--- src/rtl/pipeexe_mc.sv ---
// Pipelined EXE stage: ALU, jump-and-link and optional multi-cycle multiply into an EX/MEM register.
// Latency: ALU/JAL results 1 cycle; multiply WIDTH+2 cycles from issue to result.
// Backpressure: estall (combinational) holds the upstream instruction for the whole multiply.
//
// Ports:
//   clock, reset      single clock, synchronous active-high reset
//   ein_valid         EXE instruction valid
//   ealuc             ALU op code
//   ealuimm/eshift    B = eimm / A = zero-extended esa
//   ejal/emul         jump-and-link (wins over emul) / multiply
//   epc4              PC+4 of the instruction (PC_W bits)
//   ea, eb, eimm      operands and extended immediate (WIDTH bits)
//   esa, ern0         shift amount, destination register
//   estall            upstream must hold inputs while 1
//   mvalid, mrn, malu registered EX/MEM result
//
// Build option: define PIPEEXE_MUL_EN to include the shift-add multiplier and its
// MUL/DONE states; without it emul is ignored and estall is constant 0.
module pipeexe_mc #(
  parameter int WIDTH = 32,
  parameter int PC_W  = 8
) (
  input  logic             clock,
  input  logic             reset,
  input  logic             ein_valid,
  input  logic [3:0]       ealuc,
  input  logic             ealuimm,
  input  logic             eshift,
  input  logic             ejal,
  input  logic             emul,
  input  logic [PC_W-1:0]  epc4,
  input  logic [WIDTH-1:0] ea,
  input  logic [WIDTH-1:0] eb,
  input  logic [WIDTH-1:0] eimm,
  input  logic [4:0]       esa,
  input  logic [4:0]       ern0,
  output logic             estall,
  output logic             mvalid,
  output logic [4:0]       mrn,
  output logic [WIDTH-1:0] malu
);

  logic [WIDTH-1:0] opa, opb, alu_r, pcx, exe_res;
  logic [4:0]       exe_rn;
  logic [5:0]       sh6;
  logic             big;

  assign opa = eshift ? {{(WIDTH-5){1'b0}}, esa} : ea;
  assign opb = ealuimm ? eimm : eb;

  always_comb begin
    pcx = '0;
    pcx[PC_W-1:0] = epc4;
  end

  // Shift amount comes from A[4:0]; for WIDTH=16 it can reach or exceed WIDTH.
  assign sh6 = {1'b0, opa[4:0]};
  assign big = (sh6 >= 6'(WIDTH));

  always_comb begin
    alu_r = '0;
    case (ealuc[2:0])
      3'b000: alu_r = opa + opb;
      3'b100: alu_r = opa - opb;
      3'b001: alu_r = opa & opb;
      3'b101: alu_r = opa | opb;
      3'b010: alu_r = opa ^ opb;
      3'b110: alu_r = opb << (WIDTH/2);
      default: begin
        if (ealuc[3:2] == 2'b11)
          alu_r = big ? {WIDTH{opb[WIDTH-1]}} : WIDTH'($signed(opb) >>> opa[4:0]);
        else if (ealuc[2])
          alu_r = big ? '0 : (opb >> opa[4:0]);
        else
          alu_r = big ? '0 : (opb << opa[4:0]);
      end
    endcase
  end

  assign exe_res = ejal ? (pcx + WIDTH'(4)) : alu_r;
  assign exe_rn  = ejal ? 5'd31 : ern0;

`ifdef PIPEEXE_MUL_EN
  localparam int CW = $clog2(WIDTH);

  typedef enum logic [1:0] {IDLE, MUL, DONE} state_t;

  state_t           state;
  logic [CW-1:0]    cnt;
  logic [WIDTH-1:0] ma, mb, acc;
  logic             start;

  assign start  = ein_valid && emul && !ejal;
  assign estall = !reset && (((state == IDLE) && start) || (state == MUL));

  always_ff @(posedge clock) begin
    if (reset) begin
      state  <= IDLE;
      cnt    <= '0;
      ma     <= '0;
      mb     <= '0;
      acc    <= '0;
      mvalid <= 1'b0;
      mrn    <= '0;
      malu   <= '0;
    end else begin
      case (state)
        IDLE: begin
          if (start) begin
            state  <= MUL;
            ma     <= opa;
            mb     <= opb;
            acc    <= '0;
            cnt    <= CW'(WIDTH-1);
            mvalid <= 1'b0;
          end else if (ein_valid) begin
            mvalid <= 1'b1;
            mrn    <= exe_rn;
            malu   <= exe_res;
          end else begin
            mvalid <= 1'b0;
          end
        end
        MUL: begin
          // Multiplicand shifts left, multiplier right; only the low WIDTH bits are kept.
          acc    <= acc + (mb[0] ? ma : '0);
          ma     <= ma << 1;
          mb     <= mb >> 1;
          mvalid <= 1'b0;
          if (cnt == '0)
            state <= DONE;
          else
            cnt <= cnt - CW'(1);
        end
        DONE: begin
          malu   <= acc;
          mrn    <= ern0;
          mvalid <= 1'b1;
          state  <= IDLE;
        end
        default: state <= IDLE;
      endcase
    end
  end
`else
  logic unused_emul;
  assign unused_emul = emul;
  assign estall      = 1'b0;

  always_ff @(posedge clock) begin
    if (reset) begin
      mvalid <= 1'b0;
      mrn    <= '0;
      malu   <= '0;
    end else if (ein_valid) begin
      mvalid <= 1'b1;
      mrn    <= exe_rn;
      malu   <= exe_res;
    end else begin
      mvalid <= 1'b0;
    end
  end
`endif

endmodule

--- config.mk ---
export PLATFORM = sky130hd
export DESIGN_NAME = pipeexe_mc
export DESIGN_NICKNAME = d
export VERILOG_FILES = /design/src/rtl/pipeexe_mc.sv
export SDC_FILE = /design/constraint.sdc
export NUM_CORES = 1
export LEC_CHECK = 0
export ABC_AREA = 1
export CAP_MARGIN = 5
export CORE_UTILIZATION = 60
export CTS_BUF_LIST = sky130_fd_sc_hd__clkbuf_4
export CTS_CLUSTER_SIZE = 20
export DETAILED_ROUTE_END_ITERATION = 12
export GPL_TIMING_DRIVEN = 1
export PLACE_DENSITY = 0.92
export SYNTH_ARGS = -nofsm -noshare
export SYNTH_HDL_FRONTEND = slang
export SYNTH_SLANG_ARGS = --single-unit
--- constraint.sdc ---
create_clock -name clock -period 7.7 [get_ports clock]
set_clock_uncertainty 0.2 [all_clocks]
set_input_delay 0.77 -clock clock [delete_from_list [all_inputs] [get_ports clock]]
set_output_delay 0.77 -clock clock [all_outputs]
set_load 0.05 [all_outputs]
==> flow_summary.yaml, run 1 <==
global_routing:
  overflow: 0
  grt_pass1_wl_mm: 72.35
  antenna_found_initial: 2
  grt.total_usage: 0.5051
  grt_start_max_net_pins: 64
  grt_pass1_vias: 13850
clock_network:
  cts-root-buf: "clkbuf_4"
  cts_tree: "built"
  clkLatencyLatePin_ns: 0.35
  post_cts_resized: 0
  clkTransAtPathRegs_ns: 0.12
  cts_setup_buffers: 0
  h-tree-depth: 2
  clockBufferDepth: 2
  clock-sinks: 38
  cts-buffers-inserted: 5
  cts_hold_buf: 0
drt:
  drt-total-wl_mm: 47.68
  viasPerCell: 6.345
  drc: 0
  via_count: 15080
  drt-wirelength-per-cell_um: 20.06
  drtIter0Drc: 2049
  ant_nets: 0
  first_pass_iters: 6
floorplan:
  die_w_um: 137.3
  coreArea_um2: 17960
  dieArea_um2: 18860
  io_pins: 164
  dieHeight_um: 137.3
  start_util: 0.6117
  rows: 49
placement:
  port_buffers: 161
  place_congestion: 1.091
  dp_slack_ns: 1.374
  dp.final_hpwl_mm: 36.78
  dp.cells: 2367
  placedInstanceArea_um2: 12540
final_layout:
  areaGrowthSynthToFinish_pct: 14.70
  num-fill-cells: 1692
  seqCellArea_um2: 760.7
  layout-drive-gt1-share: 0.05778
  fin_util: 0.7016
  fin_area_um2: 12600
  fin_nets: 2368
  fin_cells: 2377
  multi_input_area_um2: 9047
setup_path:
  r2r_start: "malu[2]"
  cp.required_ns: 7.77
  slowest_stage: "clkdlybuf4s50_1"
  worst_path_most_repeated_cell: "nand2_1"
  critPathLaunchType: "primary input"
  rrSetupSlack_ns: 6.79
  reg2reg_depth: 2
  path_class: "primary input to flop"
  slowest_delay_ns: 1.10
  cp_max_fo: 38
  crit_path_end_kind: "flop"
  cp_data_arrival_time_ns: 6.30
  crit_family: "simple AND/OR/NAND/NOR gates"
  worst-path-buf-inv: 4
  regToRegEndpoint: "malu[2]"
timing:
  slew_headroom: 0.1701
  fin_hold_ws_ns: 0.2728
  hold_viol_final: 0
  min_period_over_period: 0.8091
  max_freq_mhz: 160.5
  worst_slew_pin_slew_ns: 1.241
  slew_violations: 0
  rsz0062_at_grt: "false"
  finalSetupTns_ns: 0
  setup_viol: 0
  fin_ws_ns: 1.470
  min_period_ns: 6.230
yosys:
  synth_largest_area_cell: "nand2_1"
  ys_ff_latch: 38
  ys_seq_area_frac: 0.06923
  synth_area_leaders: "nand2_1 (24%), nand3_1 (13%), ha_1 (11%)"
  syn_area_per_cell_um2: 5.344
  synth_nets: 2279
  synth_edf_count: 0
  synth-async-reset-ratio: 0
  ys_warn_count: 0
  syn_area_um2: 10990
  synth_top_area_frac: 0.2395
  synthCells: 2056
  ys_types: 57
  synthFlopType: "dfxtp_1"
hold_path:
  hold_class: "flop to flop"
  min_to: "malu[7]"
  worstHoldStart: "malu[7]"
  holdPathStages: 2
flow_run:
  max_cap_violations: 0
pwr:
  power.density_nw_per_um2: 110.5
  p_leak_nw: 6.218
  vdd_drop_max_mv: 0.1225
  total_power_mw: 1.393
outcome:
  outcome: "complete, no violations"
[cells by family after synthesis]
logic type	count (synthesis)	share of synthesized area
AOI/OAI and AO/OA	349	0.1881
xor gates and xnor gates	33	0.02630
adders and majority gates	98	0.1123
buffers and inverters	278	0.1090
DFF	38	0.06923
other	1	0.0003413
and+or+nand+nor	1259	0.4948
[state kept, by name, indices dropped and copies added (netlist names)]
name / flops
mvalid: 1
malu: 32
mrn: 5
[power by group]
part           switching, mW  internal, mW
Combinational          0.732         0.342
Clock                 0.0706        0.0339
Sequential           0.00648         0.209
[cell usage in the layout (no fill, tap or decap), types with 16 or more instances in the layout]
master	count
a21oi_1	126
buf_4	23
clkdlybuf4s50_1	161
dfxtp_1	38
ha_1	97
inv_1	165
nand2_1	700
nand2_2	41
nand3_1	286
nor2_1	157
nor3_1	16
o211ai_1	23
o21ai_0	92
o21ai_1	28
xor2_1	31
[worst reg2reg max path, cell delays in order (launching register included)]
cell and delay, ns:
dfxtp_1 0.37, nand2_1 0.08, a21oi_1 0.17
[Yosys cell counts (7+ instances only)]
| cell type | number |
|---|---|
| inv_1 | 165 |
| buf_6 | 7 |
| a211oi_1 | 15 |
| nand4_1 | 15 |
| ha_1 | 97 |
| a221oi_1 | 12 |
| buf_2 | 33 |
| nor2_1 | 158 |
| xor2_1 | 31 |
| o21ai_0 | 92 |
| nand2_4 | 11 |
| o21ai_1 | 28 |
| dfxtp_1 | 38 |
| nand3b_1 | 10 |
| nand2_1 | 701 |
| a21oi_1 | 126 |
| nand2_2 | 40 |
| nand3_1 | 286 |
| buf_1 | 13 |
| a31oi_1 | 9 |
| nor3_1 | 17 |
| clkbuf_1 | 41 |
| o211ai_1 | 23 |
[worst max-delay path by stage]
stage	startpoint	end	slack, ns	cells past startpoint
global route	ealuimm	malu[30]	1.16	27
global placement	ealuimm	malu[30]	1.51	27
finish	ealuimm	malu[30]	1.47	27
detailed placement	ealuimm	malu[30]	1.37	27
CTS	ealuimm	malu[30]	1.73	27
floorplan	ealuimm	malu[31]	3.63	27
[layer usage]
layer | vias up | wire length, um | part of all wire | global-route usage
met5 | - | 0 | 0 | 0
met4 | 0 | 3728 | 0.078 | 0.3736
met3 | 236 | 7064 | 0.15 | 0.1932
met2 | 1151 | 19570 | 0.41 | 0.7405
met1 | 6704 | 17310 | 0.36 | 0.5953
li1 | 6990 | - | - | -
[cell type report]
cell class / count / share of cell area
flip-flops and latches: 38 / 0.06036
repair buffers: 184 / 0.1416
clock buffers: 5 / 0.002978
inverters: 176 / 0.05281
well taps: 229 / 0.02273
clock inverters: 3 / 0.001291
diodes: 2 / 0.0003971
multi-input cells: 1740 / 0.7179
(Power assumes the default switching activity.)
==> run 2, diff against run 1 <==
--- a/config.mk
+++ b/config.mk
@@ -7,12 +7,12 @@
 export LEC_CHECK = 0
 export ABC_AREA = 1
 export CAP_MARGIN = 5
-export CORE_UTILIZATION = 60
+export CORE_UTILIZATION = 58
 export CTS_BUF_LIST = sky130_fd_sc_hd__clkbuf_4
 export CTS_CLUSTER_SIZE = 20
 export DETAILED_ROUTE_END_ITERATION = 12
 export GPL_TIMING_DRIVEN = 1
-export PLACE_DENSITY = 0.92
+export PLACE_DENSITY = 0.9
 export SYNTH_ARGS = -nofsm -noshare
 export SYNTH_HDL_FRONTEND = slang
 export SYNTH_SLANG_ARGS = --single-unit
==> constraint.sdc (replaced) <==
create_clock -name clock -period 6.5 [get_ports clock]
set_clock_uncertainty 0.2 [all_clocks]
set_input_delay 0.65 -clock clock [delete_from_list [all_inputs] [get_ports clock]]
set_output_delay 0.65 -clock clock [all_outputs]
set_load 0.05 [all_outputs]
==> run 2 against run 1 <==
- die area is 3.4% higher
- clock-buffer cell count stayed put
- setup slack worse by 0.73 ns
- non-clock buffer count is 2 higher
- largest power group unchanged
- total power is 25% higher
- critical endpoint is now malu[28]
- via count is 0.45% higher
==> flow_summary.yaml, run 2 (synthesized netlist as in run 1, its figures left out) <==
outcome:
  outcome: "complete, no violations"
timing:
  slew_headroom: 0.1761
  finalSetupTns_ns: 0
  slew_violations: 0
  max_freq_mhz: 173.6
  setup_viol: 0
  min_period_ns: 5.759
  hold_viol_final: 0
  worst_slew_pin_slew_ns: 1.231
  rsz0062_at_grt: "false"
  min_period_over_period: 0.8860
placement:
  placedInstanceArea_um2: 12560
  place_congestion: 1.134
  dp.final_hpwl_mm: 37.53
  port_buffers: 161
  dp.cells: 2369
clock_network:
  cts_setup_buffers: 0
  cts_hold_buf: 0
  cts-root-buf: "clkbuf_4"
  h-tree-depth: 2
  clkLatencyLatePin_ns: 0.35
  post_cts_resized: 0
  cts-buffers-inserted: 5
  clockBufferDepth: 2
  clock-sinks: 38
  cts_tree: "built"
  clkTransAtPathRegs_ns: 0.13
drt:
  drtIter0Drc: 2353
  ant_nets: 0
  viasPerCell: 6.370
  drt-total-wl_mm: 48.34
  drt-wirelength-per-cell_um: 20.33
  first_pass_iters: 7
  via_count: 15150
  drc: 0
floorplan:
  die_w_um: 139.6
  start_util: 0.6014
  dieHeight_um: 139.6
  io_pins: 164
  rows: 49
  coreArea_um2: 18270
  dieArea_um2: 19500
pwr:
  p_leak_nw: 6.255
  power.density_nw_per_um2: 137.6
  vdd_drop_max_mv: 0.1030
global_routing:
  grt_pass1_vias: 13630
  grt_pass1_wl_mm: 73.55
  grt_start_max_net_pins: 64
  antenna_found_initial: 1
  overflow: 0
  grt.total_usage: 0.4827
setup_path:
  cp.required_ns: 6.57
  critPathLaunchType: "primary input"
  crit_path_end_kind: "flop"
  path_class: "primary input to flop"
  cp_data_arrival_time_ns: 5.83
  cp_max_fo: 38
  rrSetupSlack_ns: 5.54
final_layout:
  fin_nets: 2370
  mostFrequentLayoutCells: "nand2_1 (700), nand3_1 (286), inv_1 (165)"
  largestRegisters: "malu x32, mrn x5, mvalid x1"
  num-fill-cells: 1722
  final_common_cell: "nand2_1"
  regMostFlops: "malu"
  areaGrowthSynthToFinish_pct: 15.29
  fin_cells: 2378
  fin_area_um2: 12670
  largest_reg_flops: 32
  layout-drive-gt1-share: 0.05912
hold_path:
  hold_class: "flop to flop"
flow_run:
  max_cap_violations: 0
run 2: cell type report:
cell class	count	area, um2	share of cell area
well taps	229	286.5	0.02262
diodes	1	2.502	0.0001975
repair buffers	186	1799	0.1420
inverters	176	665.6	0.05254
clock inverters	3	68.82	0.005432
flip-flops and latches	38	760.7	0.06005
clock buffers	5	37.54	0.002963
multi-input cells	1740	9047	0.7142
run 2: power by group:
group	internal, mW	switching, mW	leakage (nW)
Combinational	0.406	0.871	5.89
Clock	0.120	0.0911	0.0554
Sequential	0.247	0.00774	0.312
run 2: worst max-delay path, cell delays in order:
cell	delay [ns]
clkdlybuf4s50_1	0.80
inv_4	0.31
nand2_2	0.13
nand2_2	0.17
inv_1	0.18
ha_1	0.23
nand4_1	0.16
nor2_2	0.17
nand2_2	0.10
nor2_4	0.14
nand2_2	0.12
nor2_1	0.16
a21oi_1	0.10
xor2_1	0.15
ha_1	0.42
nand2_1	0.14
nor2_1	0.19
nand2_1	0.09
nor3_1	0.13
nand2_1	0.11
nand3_1	0.08
nand3_1	0.12
a21oi_1	0.62
nand2_1	0.15
a21oi_1	0.17
run 2: path summary, 6_finish.rpt:
check,to,from,cells after the start
max,malu[28],ealuimm,25
min,malu[15],malu[15],2
max reg2reg,malu[8],malu[8],2
min reg2reg,malu[15],malu[15],2
run 2: layer usage:
metal | wire (um) | part of all wire | track usage
met1 | 17200 | 0.36 | 0.5934
met2 | 20040 | 0.41 | 0.7421
met3 | 7260 | 0.15 | 0.1198
met4 | 3833 | 0.079 | 0.3297
met5 | 0 | 0 | 0
run 2: per-stage QoR:
stage	total power [mW]	setup WS, ns	hold slack, ns	util
2_1_floorplan	1.089	2.548	0.4900	-
3_3_place_gp	1.448	0.8206	0.2526	0.6874
3_5_place_dp	1.471	0.6817	0.2570	0.6874
4_1_cts	1.680	1.029	0.2757	0.6933
5_1_grt	1.842	0.4688	0.3020	0.6933
6_report	1.743	0.7411	0.2752	0.6934
==> run 3, diff against run 2 <==
--- a/config.mk
+++ b/config.mk
@@ -6,7 +6,6 @@
 export NUM_CORES = 1
 export LEC_CHECK = 0
 export ABC_AREA = 1
-export CAP_MARGIN = 5
 export CORE_UTILIZATION = 58
 export CTS_BUF_LIST = sky130_fd_sc_hd__clkbuf_4
 export CTS_CLUSTER_SIZE = 20
==> results of run 3 <==
Final layout, timing and power as in run 2 (identical DEF).
